[config.mk]
export PLATFORM = sky130hd
export DESIGN_NAME = apb_mem_slave
export DESIGN_NICKNAME = d
export VERILOG_FILES = /design/src/rtl/apb_mem_slave.sv
export SDC_FILE = /design/constraint.sdc
export NUM_CORES = 2
export LEC_CHECK = 0
export CAP_MARGIN = 10
export CORE_UTILIZATION = 40
export DETAILED_ROUTE_END_ITERATION = 16
export DONT_BUFFER_PORTS = 1
export GPL_TIMING_DRIVEN = 0
export MAX_ROUTING_LAYER = met4
export SYNTH_ARGS = -nofsm -noshare
export SYNTH_HDL_FRONTEND = slang
export SYNTH_SLANG_ARGS = --single-unit
[constraint.sdc]
create_clock -name pclk -period 3.1 [get_ports pclk]
set_input_delay 0.31 -clock pclk [delete_from_list [all_inputs] [get_ports pclk]]
set_output_delay 0.31 -clock pclk [all_outputs]
set_load 0.03 [all_outputs]
[src/rtl/apb_mem_slave.sv]
// APB slave fronting a DEPTH-word register memory; out-of-range accesses answer with pslverr.
// Define APB_WAIT_STATE_EN to insert WAIT_CYCLES access wait states (default build: zero-wait).
module apb_mem_slave #(
   parameter int DATA_W      = 32,
   parameter int ADDR_W      = 8,
   parameter int DEPTH       = 64,
   parameter int WAIT_CYCLES = 2
) (
   input  logic              pclk,
   input  logic              preset,
   input  logic              psel,
   input  logic              penable,
   input  logic              pwrite,
   input  logic [ADDR_W-1:0] padd,
   input  logic [DATA_W-1:0] pwdata,
   output logic [DATA_W-1:0] prdata,
   output logic              pready,
   output logic              pslverr
);

   localparam int IDX_W = (DEPTH > 1) ? $clog2(DEPTH) : 1;
   // One extra bit so DEPTH == 2**ADDR_W still compares correctly.
   localparam logic [ADDR_W:0] DEPTH_L = (ADDR_W+1)'(DEPTH);

   typedef enum logic {IDLE, ACCESS} state_t;

   state_t            state, state_nxt;
   logic [ADDR_W-1:0] addr_q;
   logic              wr_q;
   logic [DATA_W-1:0] mem [DEPTH];
   logic              setup, done, addr_ok, rd_ok, we;

   assign setup   = (state == IDLE) && psel && !penable;
   assign done    = (state == ACCESS) && psel && penable && pready;
   assign addr_ok = {1'b0, addr_q} < DEPTH_L;
   assign rd_ok   = {1'b0, padd} < DEPTH_L;
   assign we      = done && wr_q && addr_ok;
   assign pslverr = pready && !addr_ok;

`ifdef APB_WAIT_STATE_EN
   localparam logic [3:0] EFF_WAIT = 4'(WAIT_CYCLES);
   logic [3:0] wcnt;

   always_ff @(posedge pclk or negedge preset) begin
      if (!preset)
         wcnt <= '0;
      else if (setup)
         wcnt <= '0;
      else if (state == ACCESS && !pready && psel && wcnt != 4'hf)
         wcnt <= wcnt + 4'd1;
   end

   assign pready = (state == ACCESS) && (wcnt == EFF_WAIT);
`else
   // Zero-wait build: WAIT_CYCLES has no effect here.
   localparam int unused_wait = WAIT_CYCLES;
   assign pready = (state == ACCESS);
`endif

   always_comb begin
      state_nxt = state;
      case (state)
         IDLE:    if (psel && !penable) state_nxt = ACCESS;
         ACCESS:  if (!psel || (penable && pready)) state_nxt = IDLE;
         default: state_nxt = IDLE;
      endcase
   end

   // Read data is fetched at the setup edge so it is stable for the whole access phase.
   always_ff @(posedge pclk or negedge preset) begin
      if (!preset) begin
         state  <= IDLE;
         addr_q <= '0;
         wr_q   <= 1'b0;
         prdata <= '0;
      end else begin
         state <= state_nxt;
         if (setup) begin
            addr_q <= padd;
            wr_q   <= pwrite;
            if (!pwrite)
               prdata <= rd_ok ? mem[padd[IDX_W-1:0]] : '0;
         end
      end
   end

   always_ff @(posedge pclk or negedge preset) begin
      if (!preset) begin
         for (int i = 0; i < DEPTH; i++) mem[i] <= '0;
      end else if (we) begin
         mem[addr_q[IDX_W-1:0]] <= pwdata;
      end
   end

endmodule

Word-level counts from Yosys, hierarchy flattened
Index checks and enable logic that the tools add are counted.

RAM bits: 0. Output and inout port bits: 34. Word-level logic and storage cells: 103. Register bits: 2090. Memories: 0. Memory bits (read-only): 0. Bits in latches: 0.

$add $sub $neg: 0. Equality and inequality tests: 0. Shift operators: 0. Div/mod/pow operators: 0. Reduce and logical (&&, ||, !) cells: 16. $mul: 0. Magnitude comparators: 5. Bitwise operators: 4. Multiplexer cells: 10.

Operators by type and width (count): $bwmux W2048 (1); $bmux W32 S6 (1); $demux W32 S6 (1); $mux W32 (4); $lt A8 B7 Y1 const B (2); $ge A7 B7 Y1 const B (2); $not A6 Y7 (2); $logic_and A1 B1 Y1 (11); $lt A7 B1 Y1 const B (1); $logic_not A1 Y1 (3); $mux W1 (2); $not A1 Y1 (2); $pmux W1 S2 (1); $reduce_and A2 Y1 (1); $logic_or A1 B1 Y1 (1).

Depth between registers and ports, before layout
Depth in word-level cells: 6. Mapped depth: 11.

Worst setup path after synthesis
OpenSTA, ideal clock, no wires.

Path kind: reg2reg. Start: register state, in the netlist pready. End: register mem[2027] in the netlist's numbering. Path slack: 0.579 ns. Arrival: 2.394 ns. Period minus slack after synthesis: 2.521 ns. Stages on the path, launching flop included: 8. Path through: dfrtp_1 > nand4_1 > or4_1 > buf_2 > nor3_4 > nand2_4 > buf_2 > mux2_1.

Cells in the longest elaborated chain, start to end: 5.

Ends and longest elaborated chain: from (decl) (line 27) `state_t state, state_nxt;`; from (signal assigned) (line 77) `state <= state_nxt;`; $logic_and A1 B1 Y1 (2 in series) (line 34) `assign done = (state == ACCESS) && psel && penable && pready;`; $logic_and A1 B1 Y1 (*) (line 34); $logic_and A1 B1 Y1 (*) (2 in series) (line 37) `assign we = done && wr_q && addr_ok;`; to (signal, indexed assignment) (line 91) `mem[addr_q[IDX_W-1:0]] <= pwdata;`; to (decl) (line 30) `logic [DATA_W-1:0] mem [DEPTH];`.

Mark *: on every way between the ends. The rest lies on a longest branch, timed or not. A chain may end at the register's enable or synchronous reset.

Final worst setup path
Start: register addr_q[0]. End: register mem[1029] in the netlist's numbering.

Cells in the longest elaborated chain, start to end: 6. Elaborated cells on any way between the ends: 9.

Ends and longest elaborated chain: from (decl) (line 28) `logic [ADDR_W-1:0] addr_q;`; from (signal assigned) (line 79) `addr_q <= padd;`; $not A6 Y7 (not written as such) (line 91); $ge A7 B7 Y1 (not written as such) / $lt A7 B1 Y1 (equally long branches) (line 91); $logic_and A1 B1 Y1 (not written as such) (line 91); $mux W32 (not written as such) (line 91); $demux W32 S6 (line 91); $bwmux W2048 (line 91).

Parallel ways exist; a longest one is shown, timed or not.

==> results.cfg <==
[worst_setup_path]
endpoint_kind = register
worst_setup_path_start_kind = register
worstPathMaxFanout = 10
critPathMaxStageDelay_ps = 790
critPathKind = register to register
crit_chain = clkbuf_1, nand3_1, nor2_1, buf_2, mux2_2
r2r_cells = 5
cp_data_required_time_ps = 3870
cpMaxStageDelayCell = nor2_1
critPathArrivalTime_ps = 4160

[synth]
synth_edf_count = 0
synthArstFlopShare = 1.00
yosys-top-cells-area = dfrtp_1, mux2_2, mux4_2
synth_top_area_frac = 0.553
synthFlopType = dfrtp_1
syn-num-nets = 6195
synth_area_leader_cell = dfrtp_1
ys_warn_count = 0
ys_ff_latch = 2090
syn_avg_cell_area_um2 = 15.4
synth_cells = 6150
ys_seq_area_frac = 0.553
synthTopCellsByCount = dfrtp_1, mux2_2, mux4_2, mux2i_1, clkbuf_1
synth.most_common_cell = dfrtp_1
synthDistinctLibCells = 54
synth_area_um2 = 94500

[timing]
hold_viol = 193
fin_worst_skew_ps = 34.7
fin_crit_sh = 1.10
holdWs_ps = -864
grt_setup_unrepaired = true
clock.fmax_mhz = 294
drv_slew = 0
timing.final.ws_setup_ps = -297
slew_headroom = 0.0339
period_needed_ps = 3400
tightest_slew_ps = 1450
setup_viol = 477

[final_layout]
syn_to_final_growth_pct = 14.2
fin_nets = 6474
finalNonFillerCells = 9806
num-fill-cells = 20700
drive_gt1_frac = 0.500

[routing]
ant_nets = 0
vias_per_cell = 6.20
wl_per_cell_um = 40.7
wirelength_um = 399000
drcViolationCount = 0
vias = 60800
firstDrtPassIters = 9
drt_iter0_drc = 7517

[global_routing]
grt_max_degree = 280
grt_pass1_wl_um = 535000
grt_util_all_layers = 0.345
grt_pass1_vias = 60700
gr-total-overflow = 0
antenna_found_initial = 31

[place]
gp_congestion = 1.03
dp_cells = 9345
io_buffers = 0
dp.final_hpwl_um = 282000

[clock_tree]
worstSkewPairLatency_ps = 890
postCtsHoldBufs = 6
cts_tree = done
cts-root-buf = clkbuf_16
cts.clk_slew.worst_paths_ps = 60
clock_sinks = 2090
clock_path_buffers = 3
cts.htree.levels = 4
cts_buffers = 218

[power]
power.density_nw_per_um2 = 557
ir_worst_vdd_uv = 475
leakagePower_nw = 52.7

[job]
cap_viol_max_count = 0

[floorplan]
core-area_um2 = 235000
design.portCount = 79
fp.dieH_um = 488
rows = 178
dieArea_um2 = 238000
fp.dieW_um = 488
initial_utilization = 0.402

[run_status]
violations = hold timing, setup timing
status = finished with violations

[hold_path]
hold_class = input pin to async pin
cells in the final DEF, fill, tap and decap left out, types with 14 or more instances in the layout:
cell / instances
mux2i_1: 295
diode_2: 39
nand3_1: 39
a21oi_1: 49
a32o_1: 17
buf_12: 14
clkinv_2: 49
buf_16: 19
clkbuf_1: 268
clkbuf_8: 74
o21ai_0: 24
buf_4: 65
a221oi_1: 32
nand2_1: 136
clkbuf_4: 14
clkbuf_2: 43
buf_8: 14
buf_1: 48
a32oi_1: 18
a22o_1: 14
nand2_2: 22
a22oi_1: 111
mux2_2: 2046
buf_2: 183
buf_6: 38
nor2_2: 15
clkbuf_16: 221
nor2_1: 22
dfrtp_1: 2089
nor2_4: 14
mux2_1: 20
mux4_2: 408
sequential cells by signal (all words and copies together) (netlist names):
signal	count
mem	2048
pready	1
wr_q	1
addr_q	8
prdata	32
worst max-delay path, delay by kind of cell, from the launching register on:
kind	cells	cell delay, ps
buffers and inverters	2	900
flip-flops	1	560
multiplexers	1	390
AND/OR/NAND/NOR	2	1420
final timing paths:
check / startpoint / endpoint / slack (ps)
max: addr_q[0]$_DFFE_PN0N_ / mem[1029]$_DFFE_PN0P_ / -300
min reg2reg: mem[2029]$_DFFE_PN0P_ / mem[2029]$_DFFE_PN0P_ / 490
min: preset / mem[1975]$_DFFE_PN0P_ / -860
min in group pclk: padd[7] / addr_q[7]$_DFFE_PN0N_ / 80
max reg2reg: addr_q[0]$_DFFE_PN0N_ / mem[1029]$_DFFE_PN0P_ / -300
max in group asynchronous: preset / mem[659]$_DFFE_PN0P_ / 350
stage by stage:
step	power (mW)	setup WS (ps)	TNS, ps	util	instance area [um^2]
floorplan	30.0	579	0	-	94500
global placement	32.0	-3770	-2169520	0.419	98500
detailed placement	32.7	-2360	-720540	0.423	99500
CTS	60.0	-238	-37690	0.458	108000
global route	61.3	-255	-39260	0.459	108000
finish	60.1	-297	-52750	0.459	108000
logic make-up after synthesis:
family                 share of synthesized area
multiplexers                               0.375
flip-flops                                 0.553
buffers and inverters                     0.0294
AND/OR/NAND/NOR                           0.0174
AO/OA/AOI/OAI                             0.0254
per-layer routing:
layer,share of wire,up-vias,global-route usage
met5,0,-,-
met4,0.074,0,0.220
met3,0.10,943,0.110
met2,0.43,3095,0.476
met1,0.40,33400,0.436
li1,-,23400,-
timing repair:
| action | in CTS | in global routing |
|---|---|---|
| gates resized for setup | 315 | 76 |
| cloned | 0 | 1 |
| setup endpoints to repair | 1612 | 1343 |
| setup buffers | 5 | 2 |
| endpoints found under the hold margin | 284 | 141 |
| pin swaps | 5 | 1 |
cell type report:
cell class                      count  area [um^2]  share of cell area
Antenna cell                       39         97.6            0.000904
Clock buffer                      328         6650              0.0616
Sequential cell                  2090        52300               0.485
Timing Repair Buffer               62         1160              0.0108
Buffer                            619         3170              0.0294
Clock inverter                     80          868             0.00804
Multi-Input combinational cell   3435        39700               0.368
Tap cell                         3150         3940              0.0365
Inverter                            3         16.3            0.000151
where the power goes:
| part | switching, mW | internal [mW] |
|---|---|---|
| sequential | 0.294 | 27.6 |
| clock | 11.8 | 15.9 |
| combinational | 3.46 | 1.09 |
(Power assumes the default switching activity.)
